<file path="config.mk">
export PLATFORM = sky130hd
export DESIGN_NAME = ex_mdu
export DESIGN_NICKNAME = d
export VERILOG_FILES = /design/src/rtl/ex_mdu_pkg.sv /design/src/rtl/ex_mdu_div_iter.sv /design/src/rtl/ex_mdu.sv
export SDC_FILE = /design/constraint.sdc
export NUM_CORES = 2
export LEC_CHECK = 0
export ABC_CLOCK_PERIOD_IN_PS = 13500
export CAP_MARGIN = 30
export CORE_MARGIN = 5
export CORE_UTILIZATION = 40
export CTS_BUF_LIST = sky130_fd_sc_hd__clkbuf_8
export DETAILED_ROUTE_END_ITERATION = 10
export GPL_TIMING_DRIVEN = 0
export SLEW_MARGIN = 0
export SYNTH_ARGS = -nofsm -noshare
export SYNTH_HDL_FRONTEND = slang
export SYNTH_SLANG_ARGS = --single-unit
</file>
<file path="constraint.sdc">
create_clock -name clk -period 13.5 [get_ports clk]
set_input_delay 2.7 -clock clk [delete_from_list [all_inputs] [get_ports clk]]
set_output_delay 2.7 -clock clk [all_outputs]
set_load 0.1 [all_outputs]
</file>
<file path="src/rtl/ex_mdu_pkg.sv">
// Shared widths, mduop bit positions and a sign helper for the EX multiply/divide unit.
package ex_mdu_pkg;

  localparam int unsigned DATA_W = 32;
  localparam int unsigned MDOP_W = 8;

  // One-hot mduop bit positions driven by the decoder.
  localparam int unsigned MD_MULT  = 0;
  localparam int unsigned MD_MULTU = 1;
  localparam int unsigned MD_DIV   = 2;
  localparam int unsigned MD_DIVU  = 3;
  localparam int unsigned MD_MFHI  = 4;
  localparam int unsigned MD_MFLO  = 5;
  localparam int unsigned MD_MTHI  = 6;
  localparam int unsigned MD_MTLO  = 7;

  // Two's-complement negate when neg is set; used for magnitudes and result fixup.
  function automatic logic [DATA_W-1:0] cond_neg(input logic [DATA_W-1:0] x, input logic neg);
    return neg ? (~x + DATA_W'(1)) : x;
  endfunction

endpackage

</file>
<file path="src/rtl/ex_mdu_div_iter.sv">
// Unsigned restoring divider, one quotient bit per cycle.
// Starts on i_start with magnitudes; o_last_c marks the cycle whose edge retires the final bit.
module ex_mdu_div_iter
  import ex_mdu_pkg::*;
#(
  parameter int unsigned DIV_BITS = 32
) (
  input  logic              clk,
  input  logic              rst_n,
  input  logic              i_start,
  input  logic              i_abort,
  input  logic [DATA_W-1:0] i_dividend,
  input  logic [DATA_W-1:0] i_divisor,
  output logic [DATA_W-1:0] o_quot,
  output logic [DATA_W-1:0] o_rem,
  output logic              o_last_c
);

  localparam int unsigned CNT_W = $clog2(DIV_BITS + 1);

  logic [DATA_W-1:0] r_rem;
  logic [DATA_W-1:0] r_quo;
  logic [DATA_W-1:0] r_dvs;
  logic [CNT_W-1:0]  r_cnt;

  logic [DATA_W:0]   w_shift;
  logic [DATA_W-1:0] w_diff;
  logic              w_ge;

  // Shift next dividend bit into the partial remainder and trial-subtract the divisor.
  assign w_shift = {r_rem, r_quo[DATA_W-1]};
  assign w_ge    = (w_shift >= {1'b0, r_dvs});
  assign w_diff  = DATA_W'(w_shift - {1'b0, r_dvs});

  assign o_quot   = r_quo;
  assign o_rem    = r_rem;
  assign o_last_c = (r_cnt == CNT_W'(1));

  // Iteration registers; quotient bits shift in where dividend bits shift out.
  always_ff @(posedge clk or negedge rst_n) begin
    if (!rst_n) begin
      r_rem <= '0;
      r_quo <= '0;
      r_dvs <= '0;
      r_cnt <= '0;
    end else if (i_abort) begin
      r_cnt <= '0;
    end else if (i_start) begin
      r_rem <= '0;
      r_quo <= i_dividend;
      r_dvs <= i_divisor;
      r_cnt <= CNT_W'(DIV_BITS);
    end else if (r_cnt != '0) begin
      r_rem <= w_ge ? w_diff : w_shift[DATA_W-1:0];
      r_quo <= {r_quo[DATA_W-2:0], w_ge};
      r_cnt <= r_cnt - CNT_W'(1);
    end
  end

endmodule

</file>
<file path="src/rtl/ex_mdu.sv">
// EX-stage multiply/divide unit: owns HI/LO, runs mult/div as multicycle ops with a stall
// request, and services mfhi/mflo/mthi/mtlo.
// Optional: define MDU_DIV_ZERO_FAST_EN to finish divide-by-zero one cycle after issue.
module ex_mdu
  import ex_mdu_pkg::*;
#(
  parameter int unsigned MUL_LAT  = 2,
  parameter int unsigned DIV_BITS = 32
) (
  input  logic              clk,
  input  logic              rst_n,
  input  logic [MDOP_W-1:0] ex_mduop_i,
  input  logic [DATA_W-1:0] ex_opr1_i,
  input  logic [DATA_W-1:0] ex_opr2_i,
  input  logic              ex_flush_i,
  input  logic              ex_stall_i,
  output logic              ex_mdu_stallreq_o,
  output logic [DATA_W-1:0] ex_mdu_rdata_o,
  output logic [DATA_W-1:0] hi_o,
  output logic [DATA_W-1:0] lo_o
);

  localparam int unsigned CNT_W = 3;

  typedef enum logic [1:0] {
    S_IDLE = 2'd0,
    S_MUL  = 2'd1,
    S_DIV  = 2'd2,
    S_DONE = 2'd3
  } state_t;

  state_t              r_state;
  logic [CNT_W-1:0]    r_cnt;
  logic [DATA_W-1:0]   r_hi;
  logic [DATA_W-1:0]   r_lo;
  logic [DATA_W-1:0]   r_op1;
  logic [DATA_W-1:0]   r_op2;
  logic                r_sgn;
  logic                r_is_div;
`ifdef MDU_DIV_ZERO_FAST_EN
  logic                r_dz;
`endif

  logic                w_is_mul;
  logic                w_is_div;
  logic                w_issue;
  logic                w_sgn_in;
  logic                w_s1_in;
  logic                w_s2_in;
  logic                w_s1;
  logic                w_s2;
  logic [63:0]         w_a;
  logic [63:0]         w_b;
  logic [63:0]         w_prod;
  logic [DATA_W-1:0]   w_quot;
  logic [DATA_W-1:0]   w_rem;
  logic [DATA_W-1:0]   w_qmag;
  logic [DATA_W-1:0]   w_rmag;
  logic [DATA_W-1:0]   w_res_hi;
  logic [DATA_W-1:0]   w_res_lo;
  logic                w_div_last;

  // Op decode and issue qualification.
  assign w_is_mul = ex_mduop_i[MD_MULT] | ex_mduop_i[MD_MULTU];
  assign w_is_div = ex_mduop_i[MD_DIV]  | ex_mduop_i[MD_DIVU];
  assign w_issue  = (r_state == S_IDLE) & (w_is_mul | w_is_div) & ~ex_flush_i;
  assign w_sgn_in = ex_mduop_i[MD_MULT] | ex_mduop_i[MD_DIV];
  assign w_s1_in  = w_sgn_in & ex_opr1_i[DATA_W-1];
  assign w_s2_in  = w_sgn_in & ex_opr2_i[DATA_W-1];

  // Stall covers the issue cycle and every MUL/DIV cycle; a flush drops it immediately.
  assign ex_mdu_stallreq_o = ~ex_flush_i & (w_issue | (r_state == S_MUL) | (r_state == S_DIV));

  // Latched operand signs (zero for the unsigned variants).
  assign w_s1 = r_sgn & r_op1[DATA_W-1];
  assign w_s2 = r_sgn & r_op2[DATA_W-1];

  // Low 64 bits of the 33x33 product equal a 64x64 product of the extended operands.
  assign w_a    = {{32{w_s1}}, r_op1};
  assign w_b    = {{32{w_s2}}, r_op2};
  assign w_prod = w_a * w_b;

  ex_mdu_div_iter #(
    .DIV_BITS (DIV_BITS)
  ) u_div_iter (
    .clk        (clk),
    .rst_n      (rst_n),
    .i_start    (w_issue & w_is_div),
    .i_abort    (ex_flush_i),
    .i_dividend (cond_neg(ex_opr1_i, w_s1_in)),
    .i_divisor  (cond_neg(ex_opr2_i, w_s2_in)),
    .o_quot     (w_quot),
    .o_rem      (w_rem),
    .o_last_c   (w_div_last)
  );

  // Divide magnitudes; the fast divide-by-zero path supplies the same values directly.
`ifdef MDU_DIV_ZERO_FAST_EN
  assign w_qmag = r_dz ? '1 : w_quot;
  assign w_rmag = r_dz ? cond_neg(r_op1, w_s1) : w_rem;
`else
  assign w_qmag = w_quot;
  assign w_rmag = w_rem;
`endif

  // Final HI/LO values with quotient sign s1^s2 and remainder sign s1.
  assign w_res_lo = r_is_div ? cond_neg(w_qmag, w_s1 ^ w_s2) : w_prod[31:0];
  assign w_res_hi = r_is_div ? cond_neg(w_rmag, w_s1)        : w_prod[63:32];

  // Read path sees registered HI/LO only.
  assign ex_mdu_rdata_o = ex_mduop_i[MD_MFHI] ? r_hi :
                          ex_mduop_i[MD_MFLO] ? r_lo : '0;
  assign hi_o = r_hi;
  assign lo_o = r_lo;

  // Control FSM, operand capture and HI/LO update.
  always_ff @(posedge clk or negedge rst_n) begin
    if (!rst_n) begin
      r_state  <= S_IDLE;
      r_cnt    <= '0;
      r_hi     <= '0;
      r_lo     <= '0;
      r_op1    <= '0;
      r_op2    <= '0;
      r_sgn    <= 1'b0;
      r_is_div <= 1'b0;
`ifdef MDU_DIV_ZERO_FAST_EN
      r_dz     <= 1'b0;
`endif
    end else if (ex_flush_i) begin
      r_state <= S_IDLE;
      r_cnt   <= '0;
    end else begin
      case (r_state)
        S_IDLE: begin
          if (w_issue) begin
            r_op1    <= ex_opr1_i;
            r_op2    <= ex_opr2_i;
            r_sgn    <= w_sgn_in;
            r_is_div <= w_is_div;
`ifdef MDU_DIV_ZERO_FAST_EN
            r_dz     <= w_is_div & (ex_opr2_i == '0);
`endif
            if (w_is_mul) begin
              if (MUL_LAT <= 1) begin
                r_state <= S_DONE;
              end else begin
                r_state <= S_MUL;
                r_cnt   <= CNT_W'(MUL_LAT - 1);
              end
            end else begin
`ifdef MDU_DIV_ZERO_FAST_EN
              r_state <= (ex_opr2_i == '0) ? S_DONE : S_DIV;
`else
              r_state <= S_DIV;
`endif
            end
          end else if (!ex_stall_i) begin
            if (ex_mduop_i[MD_MTHI]) r_hi <= ex_opr1_i;
            if (ex_mduop_i[MD_MTLO]) r_lo <= ex_opr1_i;
          end
        end
        S_MUL: begin
          if (r_cnt <= CNT_W'(1)) begin
            r_state <= S_DONE;
            r_cnt   <= '0;
          end else begin
            r_cnt <= r_cnt - CNT_W'(1);
          end
        end
        S_DIV: begin
          if (w_div_last) r_state <= S_DONE;
        end
        S_DONE: begin
          if (!ex_stall_i) begin
            r_hi    <= w_res_hi;
            r_lo    <= w_res_lo;
            r_state <= S_IDLE;
          end
        end
        default: r_state <= S_IDLE;
      endcase
    end
  end

  // The decoder never sends more than one mduop bit at once.
  a_mduop_onehot: assert property (@(posedge clk) disable iff (!rst_n) $onehot0(ex_mduop_i))
    else $error("ex_mdu: multiple mduop bits set: %b", ex_mduop_i);

endmodule

</file>
==> out/qor.yml <==
outcome:
  result_of_the_run: "completed"
placed_design:
  finalWeightedCongestion: 1.04
  io_buffers: 168
  place.detailed.hpwl_mm: 177
  post-place-ws_ns: 2.42
  post_dp_cell_area_um2: 57200
worst_setup_path:
  critical-path-slowest-cell: "fa_1"
  cp-end-kind: "flip-flop"
  worst_path_largest_cell_delay_ns: 1.03
  crit_path_max_fanout: 10
  req_time_crit_path_ns: 13.97
  timing.critical_path.from_type: "flip-flop"
  critical_path.most_common_cell: "fa_1"
  critical_path_arrival_ns: 11.82
  cp_class: "reg2reg"
yosys:
  ys.warnings.count: 0
  synth.most_common_cell: "inv_1"
  yosysSeqAreaShare: 0.112
  syn_avg_cell_area_um2: 8.98
  yosys_most_used_dff: "dfrtp_1"
  synth_edf_count: 0
  synth.top_cell.area_share: 0.426
  distinct_cell_type_count_after_synthesis: 80
  synth_commonest_cells: "inv_1 (1,194), fa_1 (1,126), nand2_1 (918)"
  async_reset_ff_frac: 1.00
  post-synth-top-area-cell: "fa_1"
  synth.area.top_cells: "fa_1 (43%), dfrtp_1 (11%), inv_1 (8.5%), nand2_1 (6.5%), ha_1 (6.1%)"
  area_of_the_mapped_netlist_um2: 52900
  ys_seq_elements: 237
  post_synth_net_total: 7355
  netlist_instances: 5897
drt:
  antenna_violating_nets_post_route: 0
  drt-total-wl_mm: 209
  number_of_iterations_in_the_first_detailed_routing_pass: 6
  wire_per_inst_um: 26.3
  drt_iter0_markers: 4599
  dr_total_vias: 44200
  post-route-drc-count: 0
  via_per_inst: 5.56
floorplanning:
  top_level_ports: 173
  die_h_um: 374
  die_area_um2: 140000
  rows: 133
  initial_utilization: 0.403
  fp.dieW_um: 374
  core_um2: 131000
global_routing:
  grt_max_degree: 112
  grt_util_all_layers: 0.297
  grt_remaining_overflow: 0
  antenna_found_initial: 25
  number_of_global_route_vias_before_repair: 44700
  grt_pass1_wl_mm: 306
min_path:
  hp-class: "reg2reg"
sta:
  final_hold_violating_endpoints: 0
  timing.fmax_mhz: 88.0
  setup_total_negative_slack_ns: 0
  grt_setup_unrepaired: "no"
  post-route-worst-setup-slack_ns: 2.14
  worst-slew-pin-transition_ns: 1.14
  fin_crit_ns: 11.36
  timing.clock.skew_ns: 0.0348
  setup_viol_count_final: 0
  maxSlewViolCount: 0
  slew-limit-headroom: 0.239
  final.period_utilization: 0.841
finish:
  layout-drive-gt1-share: 0.0334
  finalNetCount: 7590
  area.sequential_um2: 5930
  area_growth_syn_to_layout_pct: 9.91
  final_cell_area_um2: 58200
  final.fill_count: 13000
  multi_input_logic_area_um2: 41200
clocking:
  clk_transition_reported_paths_ns: 0.08
  ctsRootBufferMaster: "clkbuf_8"
  cts.sinks: 237
  cts_repair_resize_count: 0
  cts-buffers-inserted: 40
  number_of_buffers_added_for_setup_after_cts: 0
  h-tree-depth: 2
  holdBufCountCts: 0
  insertion_delay_ns: 0.60
  cts_tree: "yes"
  clock_path_buffers: 3
job:
  timing.max_cap.violations: 0
-- flip-flops by register name, indices dropped and copies added, names as in the netlist, 2 cells and up --
register,cells
hi_o,32
lo_o,32
r_op1,32
r_op2,32
u_div_iter.o_quot,32
u_div_iter.o_rem,32
u_div_iter.r_dvs,32
u_div_iter.r_cnt,6
r_cnt,3
r_state,2
-- worst paths after layout --
path	from	to	slack [ns]	cells after the start
max	r_op1[31]	hi_o[30]	2.14	30
min	u_div_iter.r_dvs[25]	u_div_iter.r_dvs[25]	0.48	2
max reg2reg	r_op1[31]	hi_o[30]	2.14	30
min reg2reg	u_div_iter.r_dvs[25]	u_div_iter.r_dvs[25]	0.48	2
max in group asynchronous	rst_n	r_op1[18]	10.54	2
min in group asynchronous	rst_n	u_div_iter.r_dvs[10]	1.99	1
-- stage by stage --
stage          std cells  utilization  hold slack (ns)
6_report            7943        0.443            0.484
5_1_grt             7921        0.442            0.516
4_1_cts             7914        0.442            0.486
3_5_place_dp        7841        0.435            0.471
3_3_place_gp        7820        0.432            0.465
2_1_floorplan       5897            -            0.450
-- logic make-up after synthesis --
kind of cell / Yosys count / synth area share
AND/OR/NAND/NOR: 1695 / 0.149
XOR/XNOR: 211 / 0.0349
AO/OA/AOI/OAI: 736 / 0.0869
adder cells (fa/ha/maj): 1382 / 0.486
buffers and inverters: 1533 / 0.110
flip-flops: 237 / 0.112
multiplexers: 103 / 0.0211
-- final cells by class --
| type | instances | area share |
|---|---|---|
| plain buffers | 339 | 0.0227 |
| flip-flops and latches | 237 | 0.102 |
| well taps | 1755 | 0.0377 |
| repair buffers | 193 | 0.0357 |
| diodes | 25 | 0.00108 |
| clock buffers | 57 | 0.0135 |
| clock inverters | 16 | 0.00213 |
| inverters | 1194 | 0.0770 |
| multi-input cells | 4127 | 0.708 |
-- placed cells by master (no fill, tap or decap), drive strengths merged, types with 78 or more instances in the layout --
| master | n |
|---|---|
| clkdlybuf4s50 | 167 |
| and2 | 355 |
| clkbuf | 377 |
| fa | 1126 |
| xnor2 | 133 |
| inv | 1203 |
| ha | 256 |
| dfrtp | 237 |
| nand2 | 919 |
| nor2 | 165 |
| xor2 | 78 |
| o21ai | 248 |
| a21oi | 175 |
-- critical path: cells and delay by family (launching register included) --
kind                     cells  cell delay (ns)
adder cells (fa/ha/maj)      9             4.99
AND/OR/NAND/NOR              9             2.14
AO/OA/AOI/OAI                3             0.86
flip-flops                   1             0.32
buffers and inverters        9             2.91
-- routing by layer --
metal | GRT usage | wire length [um]
met2 | 0.453 | 91800
met3 | 0.0706 | 22000
met4 | 0.135 | 11800
met5 | 0 | 34
met1 | 0.404 | 83200
Power is not shown: default switching activity piles up to over one toggle a cycle in this logic, so the estimate is an artifact.
